$ cat src/rtl/zbt_bitstream_writer_pkg.sv
// rtl/zbt_bitstream_writer_pkg.sv - shared parameters and byte-lane helper for the ZBT bitstream writer
package zbt_bitstream_writer_pkg;

  localparam int BITSTR_BUFFER_ADDR_WIDTH = 4;
  localparam int BITSTR_BUFFER_SLACK      = 2;
  localparam int BITSTR_ZBT_ADDR_WIDTH    = 19;

  // Drop a byte into its MSB-first lane; lane 0 is bits [31:24], matching the reader.
  function automatic logic [31:0] set_lane(input logic [31:0] word,
                                           input logic [1:0]  lane,
                                           input logic [7:0]  data);
    logic [31:0] result;
    result = word;
    case (lane)
      2'd0: result[31:24] = data;
      2'd1: result[23:16] = data;
      2'd2: result[15:8]  = data;
      2'd3: result[7:0]   = data;
    endcase
    return result;
  endfunction

endpackage

$ cat src/rtl/bitstream_wr_fifo_ram.sv
// rtl/bitstream_wr_fifo_ram.sv - simple dual-port word buffer, write port A, registered read port B
module bitstream_wr_fifo_ram #(
  parameter int ADDR_WIDTH = 4,
  parameter int DATA_WIDTH = 32
) (
  input  logic                  clock,
  input  logic                  wr_en,
  input  logic [ADDR_WIDTH-1:0] wr_addr,
  input  logic [DATA_WIDTH-1:0] wr_data,
  input  logic                  rd_en,
  input  logic [ADDR_WIDTH-1:0] rd_addr,
  output logic [DATA_WIDTH-1:0] rd_data
);

  logic [DATA_WIDTH-1:0] mem_q [2**ADDR_WIDTH];
  logic [DATA_WIDTH-1:0] rd_data_q;

  // Write and registered read share one edge; the read sees the pre-write contents.
  always_ff @(posedge clock) begin
    if (wr_en) begin
      mem_q[wr_addr] <= wr_data;
    end
    if (rd_en) begin
      rd_data_q <= mem_q[rd_addr];
    end
  end

  assign rd_data = rd_data_q;

  // The pointer scheme never reads the slot being written in the same cycle.
  a_no_rw_collision: assert property (@(posedge clock) !(wr_en && rd_en && (wr_addr == rd_addr)));

endmodule

$ cat src/rtl/zbt_bitstream_writer.sv
// rtl/zbt_bitstream_writer.sv - packs a byte stream MSB-first into words and drains them to ZBT SRAM
module zbt_bitstream_writer
  import zbt_bitstream_writer_pkg::*;
#(
  parameter int BUFFER_ADDR_WIDTH = BITSTR_BUFFER_ADDR_WIDTH,
  parameter int BUFFER_SLACK      = BITSTR_BUFFER_SLACK,
  parameter int ZBT_ADDR_WIDTH    = BITSTR_ZBT_ADDR_WIDTH
) (
  input  logic                      clock,
  input  logic                      reset,
  input  logic                      ZBT_Reset_Address_I,
  input  logic                      Byte_Valid_I,
  input  logic [7:0]                Byte_Data_I,
  output logic                      Byte_Ready_O,
  input  logic                      Flush_I,
  output logic                      Flush_Done_O,
  input  logic                      ZBT_Busy_I,
  output logic                      ZBT_Write_En_O,
  output logic [ZBT_ADDR_WIDTH-1:0] ZBT_Address_O,
  output logic [31:0]               ZBT_Data_O,
  output logic [ZBT_ADDR_WIDTH-1:0] Words_Written_O
);

  localparam int PW = BUFFER_ADDR_WIDTH + 1;
  localparam logic [PW-1:0] DEPTH = PW'(2 ** BUFFER_ADDR_WIDTH);
  localparam logic [PW-1:0] SLACK = PW'(BUFFER_SLACK);

  typedef enum logic [1:0] {
    DRAIN_IDLE  = 2'd0,
    DRAIN_FETCH = 2'd1,
    DRAIN_WRITE = 2'd2
  } drain_state_t;

  logic                      srst;
  logic [1:0]                byte_cnt_q, byte_cnt_d;
  logic [31:0]               pack_q, pack_d;
  logic                      push_valid_q, push_valid_d;
  logic [31:0]               push_data_q, push_data_d;
  logic [PW-1:0]             wr_ptr_q, wr_ptr_d;
  logic [PW-1:0]             rd_ptr_q, rd_ptr_d;
  drain_state_t              state_q, state_d;
  logic [ZBT_ADDR_WIDTH-1:0] addr_q, addr_d;
  logic [31:0]               data_q, data_d;
  logic [ZBT_ADDR_WIDTH-1:0] count_q, count_d;
  logic                      flush_active_q, flush_active_d;
  logic                      flush_done_q, flush_done_d;

  logic [PW-1:0]             occupancy;
  logic [PW-1:0]             free_words;
  logic                      fifo_empty;
  logic                      fifo_full;
  logic                      ready_int;
  logic                      accept;
  logic                      flush_start;
  logic                      pop;
  logic                      drain_idle;
  logic [31:0]               ram_rd_data;
  logic [31:0]               word_acc;
  logic [1:0]                cnt_acc;

  assign srst        = reset | ZBT_Reset_Address_I;
  assign occupancy   = wr_ptr_q - rd_ptr_q;
  assign free_words  = DEPTH - occupancy;
  assign fifo_empty  = (occupancy == '0);
  assign fifo_full   = (occupancy == DEPTH);
  assign ready_int   = (free_words >= SLACK) & ~flush_active_q;
  assign accept      = Byte_Valid_I & ready_int;
  assign flush_start = Flush_I & ~flush_active_q;
  assign drain_idle  = ~push_valid_q & (byte_cnt_q == 2'd0) & fifo_empty & (state_q == DRAIN_IDLE);
  assign wr_ptr_d    = wr_ptr_q + PW'(push_valid_q);

  // Pack accepted bytes into lanes; a completed or flushed word goes to the push stage.
  always_comb begin
    word_acc     = accept ? set_lane(pack_q, byte_cnt_q, Byte_Data_I) : pack_q;
    cnt_acc      = byte_cnt_q + {1'b0, accept};
    pack_d       = word_acc;
    byte_cnt_d   = cnt_acc;
    push_valid_d = 1'b0;
    push_data_d  = push_data_q;
    if ((accept && (byte_cnt_q == 2'd3)) || (flush_start && (cnt_acc != 2'd0))) begin
      push_valid_d = 1'b1;
      push_data_d  = word_acc;
      pack_d       = '0;
      byte_cnt_d   = 2'd0;
    end
  end

  // Drain FSM: fetch one word from the buffer, then hold it on the ZBT port until not busy.
  always_comb begin
    state_d  = state_q;
    addr_d   = addr_q;
    data_d   = data_q;
    count_d  = count_q;
    rd_ptr_d = rd_ptr_q;
    pop      = 1'b0;
    case (state_q)
      DRAIN_IDLE: begin
        if (!fifo_empty) begin
          pop     = 1'b1;
          state_d = DRAIN_FETCH;
        end
      end
      DRAIN_FETCH: begin
        data_d  = ram_rd_data;
        state_d = DRAIN_WRITE;
      end
      DRAIN_WRITE: begin
        if (!ZBT_Busy_I) begin
          addr_d  = addr_q + 1'b1;
          count_d = count_q + 1'b1;
          if (!fifo_empty) begin
            pop     = 1'b1;
            state_d = DRAIN_FETCH;
          end else begin
            state_d = DRAIN_IDLE;
          end
        end
      end
      default: state_d = DRAIN_IDLE;
    endcase
    if (pop) begin
      rd_ptr_d = rd_ptr_q + 1'b1;
    end
  end

  // Flush stays active until everything already accepted has been written out.
  always_comb begin
    flush_done_d   = flush_active_q & drain_idle;
    flush_active_d = flush_active_q;
    if (flush_start) begin
      flush_active_d = 1'b1;
    end else if (flush_done_d) begin
      flush_active_d = 1'b0;
    end
  end

  // State registers; either reset source discards all pending data.
  always_ff @(posedge clock) begin
    if (srst) begin
      byte_cnt_q     <= 2'd0;
      pack_q         <= '0;
      push_valid_q   <= 1'b0;
      push_data_q    <= '0;
      wr_ptr_q       <= '0;
      rd_ptr_q       <= '0;
      state_q        <= DRAIN_IDLE;
      addr_q         <= '0;
      data_q         <= '0;
      count_q        <= '0;
      flush_active_q <= 1'b0;
      flush_done_q   <= 1'b0;
    end else begin
      byte_cnt_q     <= byte_cnt_d;
      pack_q         <= pack_d;
      push_valid_q   <= push_valid_d;
      push_data_q    <= push_data_d;
      wr_ptr_q       <= wr_ptr_d;
      rd_ptr_q       <= rd_ptr_d;
      state_q        <= state_d;
      addr_q         <= addr_d;
      data_q         <= data_d;
      count_q        <= count_d;
      flush_active_q <= flush_active_d;
      flush_done_q   <= flush_done_d;
    end
  end

  bitstream_wr_fifo_ram #(
    .ADDR_WIDTH (BUFFER_ADDR_WIDTH),
    .DATA_WIDTH (32)
  ) u_fifo_ram (
    .clock   (clock),
    .wr_en   (push_valid_q & ~srst),
    .wr_addr (wr_ptr_q[BUFFER_ADDR_WIDTH-1:0]),
    .wr_data (push_data_q),
    .rd_en   (pop & ~srst),
    .rd_addr (rd_ptr_q[BUFFER_ADDR_WIDTH-1:0]),
    .rd_data (ram_rd_data)
  );

  // Slack guarantees the in-flight pack word always finds a free slot.
  a_no_overflow: assert property (@(posedge clock) disable iff (srst) !(push_valid_q && fifo_full));

  assign Byte_Ready_O    = ready_int & ~srst;
  assign ZBT_Write_En_O  = (state_q == DRAIN_WRITE) & ~ZBT_Busy_I & ~srst;
  assign ZBT_Address_O   = addr_q;
  assign ZBT_Data_O      = data_q;
  assign Words_Written_O = count_q;
  assign Flush_Done_O    = flush_done_q;

endmodule

$ cat config.mk
export PLATFORM = sky130hd
export DESIGN_NAME = zbt_bitstream_writer
export DESIGN_NICKNAME = d
export VERILOG_FILES = /design/src/rtl/zbt_bitstream_writer_pkg.sv /design/src/rtl/bitstream_wr_fifo_ram.sv /design/src/rtl/zbt_bitstream_writer.sv
export SDC_FILE = /design/constraint.sdc
export NUM_CORES = 1
export LEC_CHECK = 0
export ABC_CLOCK_PERIOD_IN_PS = 5350
export BUFFER_PORTS_ARGS = -buffer_cell sky130_fd_sc_hd__buf_2
export CAP_MARGIN = 20
export CORE_UTILIZATION = 50
export CTS_CLUSTER_DIAMETER = 120
export DETAILED_ROUTE_END_ITERATION = 8
export GPL_TIMING_DRIVEN = 1
export PLACE_DENSITY_LB_ADDON = 0.12
export RECOVER_POWER = 100
export SYNTH_ARGS = -nofsm -noshare
export SYNTH_HDL_FRONTEND = slang
export SYNTH_SLANG_ARGS = --single-unit
$ cat constraint.sdc
create_clock -name clock -period 5.35 [get_ports clock]
set_input_delay 0.2675 -clock clock [delete_from_list [all_inputs] [get_ports clock]]
set_output_delay 0.2675 -clock clock [all_outputs]
set_load 0.03 [all_outputs]
==> results.json <==
{
  "grt_overflow_total": 0,
  "yosysWarnings": 0,
  "syn_to_final_growth_pct": 13.9,
  "critPathLaunch": "ZBT_Reset_Address_I",
  "drv_cap": 23,
  "grt_pass1_vias": 14222,
  "diodes": 0,
  "finalSetupViolations": 0,
  "r2r_cells": 16,
  "post-place-ws_ns": 0.602,
  "syn_area_um2": 26400,
  "timing.final.ws_setup_ns": 0.395,
  "final_util": 0.580,
  "postCtsSetupBuffers": 0,
  "worst_pin_slew_ns": 2.71,
  "grt.met2_usage": 0.362,
  "final_cell_count_no_fill": 2444,
  "hold_depth": 3,
  "die_area_um2": 53600,
  "slew_violations": 517,
  "crit_required_ns": 5.58,
  "root_buffer": "clkbuf_16",
  "met1_usage": 0.340,
  "rsz0062_at_grt": "no",
  "min_period_ns": 4.95,
  "met3_usage": 0.0439,
  "ys.flop_type": "edfxtp_1",
  "vias_per_cell": 5.83,
  "cts_tree": "yes",
  "io_pins": 87,
  "grt_pass1_wl_mm": 91.2,
  "ys_types": 46,
  "rr_startpoint": "wr_ptr_q[0]$_SDFF_PP0_",
  "core_um2": 51700,
  "path_max_fanout": 38,
  "synth_cells": 1579,
  "clk_pin_slew_ns": 0.06,
  "p_total_mw": 13.0,
  "cts_buffers": 73,
  "htree_num_levels": 3,
  "setup_tns_ns": 0,
  "worstReg2RegEnd": "pack_q[2]$_SDFF_PP0_",
  "worst_setup_path_start_kind": "primary input",
  "async_flop_share": 0,
  "clock_path_buffers": 3,
  "rows": 83,
  "start_util": 0.510,
  "powerDensity_nw_per_um2": 434,
  "synth-edff-count": 544,
  "first_pass_iters": 5,
  "slew_headroom": -0.813,
  "holdPathEnd": "state_q[0]$_SDFFE_PP0P_",
  "synth.avg_cell_area_um2": 16.7,
  "place.detailed.instances": 2299,
  "cp-end-kind": "flip-flop",
  "busiest_layer": "met2",
  "die_y_um": 232,
  "drc_errors": 0,
  "post_dp_cell_area_um2": 27800,
  "status": "complete, but fails checks",
  "drt_wl_total_mm": 61.5,
  "hold_viol": 0,
  "port_buffers": 86,
  "drive_above_1_share": 0.166,
  "skew_ns": 0.0142,
  "synth_largest_area_cell": "edfxtp_1",
  "peakVddDrop_mv": 0.258,
  "grt_antenna_before_repair": 1,
  "hp-start": "reset",
  "min_period_over_period": 0.926,
  "wl_per_cell_um": 25.2,
  "fmax_mhz": 202,
  "seq_area_frac_synth": 0.734,
  "cp.arrival_ns": 5.19,
  "dp_hpwl_mm": 33.5,
  "whs_ns": 0.134,
  "hp-class": "primary input to flip-flop",
  "fin_nets": 1732,
  "synth_top_area_frac": 0.620,
  "syn_nets": 1607,
  "drtIter0Drc": 1211,
  "drt.antenna.violating_nets": 0,
  "grt_usage": 0.234,
  "clock-sinks": 695,
  "yosys-top-cells-count": "544 x edfxtp_1, 213 x nand2_1, 151 x dfxtp_1",
  "stdcell_area_um2": 30000,
  "route.vias.total": 14241,
  "violations": "max-capacitance violations, max-slew violations",
  "worst_skew_pair.late_latency_ns": 0.61,
  "yosysMostFrequentCell": "edfxtp_1",
  "place.gp.congestion": 0.796,
  "leakage_nw": 9.86,
  "synth_area_leaders": "edfxtp_1 62%, dfxtp_1 11%, mux4_2 11%, nand2_1 3.0%, mux2i_1 1.3%",
  "die_w_um": 232,
  "grt_max_degree": 51,
  "critical_path_class": "primary input to flip-flop",
  "synth_seq_cells": 695,
  "reg2reg_slack_ns": 0.51
}
==> sequential cells by signal, indices dropped and copies added, names as in the netlist <==
signal              flops
rd_ptr_q                5
flush_active_q          1
wr_ptr_q                5
push_data_q            32
byte_cnt_q              2
state_q                 2
pack_q                 32
push_valid_q            1
ZBT_Data_O             32
u_fifo_ram.rd_data     32
ZBT_Address_O          19
Flush_Done_O            1
Words_Written_O        19
u_fifo_ram.mem_q      512
==> layout by cell type, fill, tap and decap left out, types with 2 or more instances in the layout <==
master	count
a21oi_1	62
a21oi_2	3
a31oi_1	33
and2_0	12
and2_1	4
and3_1	39
and4_1	2
buf_2	16
buf_4	12
bufinv_16	5
clkbuf_1	111
clkbuf_16	81
clkbuf_2	10
clkbuf_8	10
clkinv_1	8
clkinv_2	9
dfxtp_1	147
dfxtp_4	3
dlygate4sd3_1	9
edfxtp_1	544
ha_1	13
inv_1	7
mux2i_1	34
mux4_2	128
nand2_1	213
nand3_1	23
nand3b_1	3
nand4_1	12
nand4b_1	2
nor2_1	85
nor2_2	4
nor2b_1	4
nor3_1	10
nor3b_1	2
o21ai_0	3
o31ai_1	32
or3_1	3
xnor2_1	15
xor2_1	31
==> worst max-delay path by stage <==
stage,to,slack (ns),cells past startpoint
3_5_place_dp,push_data_q[10]$_SDFFE_PP0P_,0.60,15
3_3_place_gp,push_data_q[9]$_SDFFE_PP0P_,0.74,15
5_1_grt,u_fifo_ram.mem_q[11][7]$_DFFE_PP_,0.08,6
6_report,u_fifo_ram.mem_q[9][24]$_DFFE_PP_,0.40,6
4_1_cts,push_data_q[15]$_SDFFE_PP0P_,0.52,15
2_1_floorplan,push_data_q[7]$_SDFFE_PP0P_,0.56,20
==> per-layer routing <==
layer  wire length [um]  vias up
met2              28900      465
li1                   -     6314
met1              27700     7374
met5                 10        -
met3               3860       86
met4               1080        2
==> where the power goes <==
group          switching (mW)  internal [mW]
logic                   0.939          0.707
clock network            2.03           3.13
registers               0.166           6.04
total                    3.13           9.89
==> area by class of cell <==
type / instances / area (um2)
Clock buffer: 112 / 2240
Clock inverter: 23 / 243
Fill cell: 4083 / 21700
Inverter: 9 / 33.8
Multi-Input combinational cell: 788 / 6630
Sequential cell: 695 / 19400
Tap cell: 680 / 851
Timing Repair Buffer: 137 / 648
==> what timing repair did <==
| item | 4_1_cts | 5_1_grt |
|---|---|---|
| hold endpoints to repair | 12 | 0 |
| gates resized for setup | 0 | 0 |
| hold buffers | 9 | 0 |
==> worst max-delay path, stage by stage <==
cell	delay, ns
buf_2	0.10
nor2_1	0.52
clkbuf_1	1.32
nand4b_1	0.39
nor2_1	1.75
buf_2	0.81
==> cell families (layout without fill, tap and decap cells) <==
logic type | count (synthesis) | count (layout) | share of synthesized area
flip-flops | 695 | 695 | 0.734
AND/OR/NAND/NOR | 427 | 427 | 0.0730
multiplexers | 162 | 162 | 0.122
AO/OA/AOI/OAI | 138 | 138 | 0.0321
buffers and inverters | 96 | 281 | 0.0150
XOR/XNOR | 47 | 47 | 0.0162
adder cells (fa/ha/maj) | 14 | 14 | 0.00693
No activity file was read; power rests on OpenSTA's default activity.
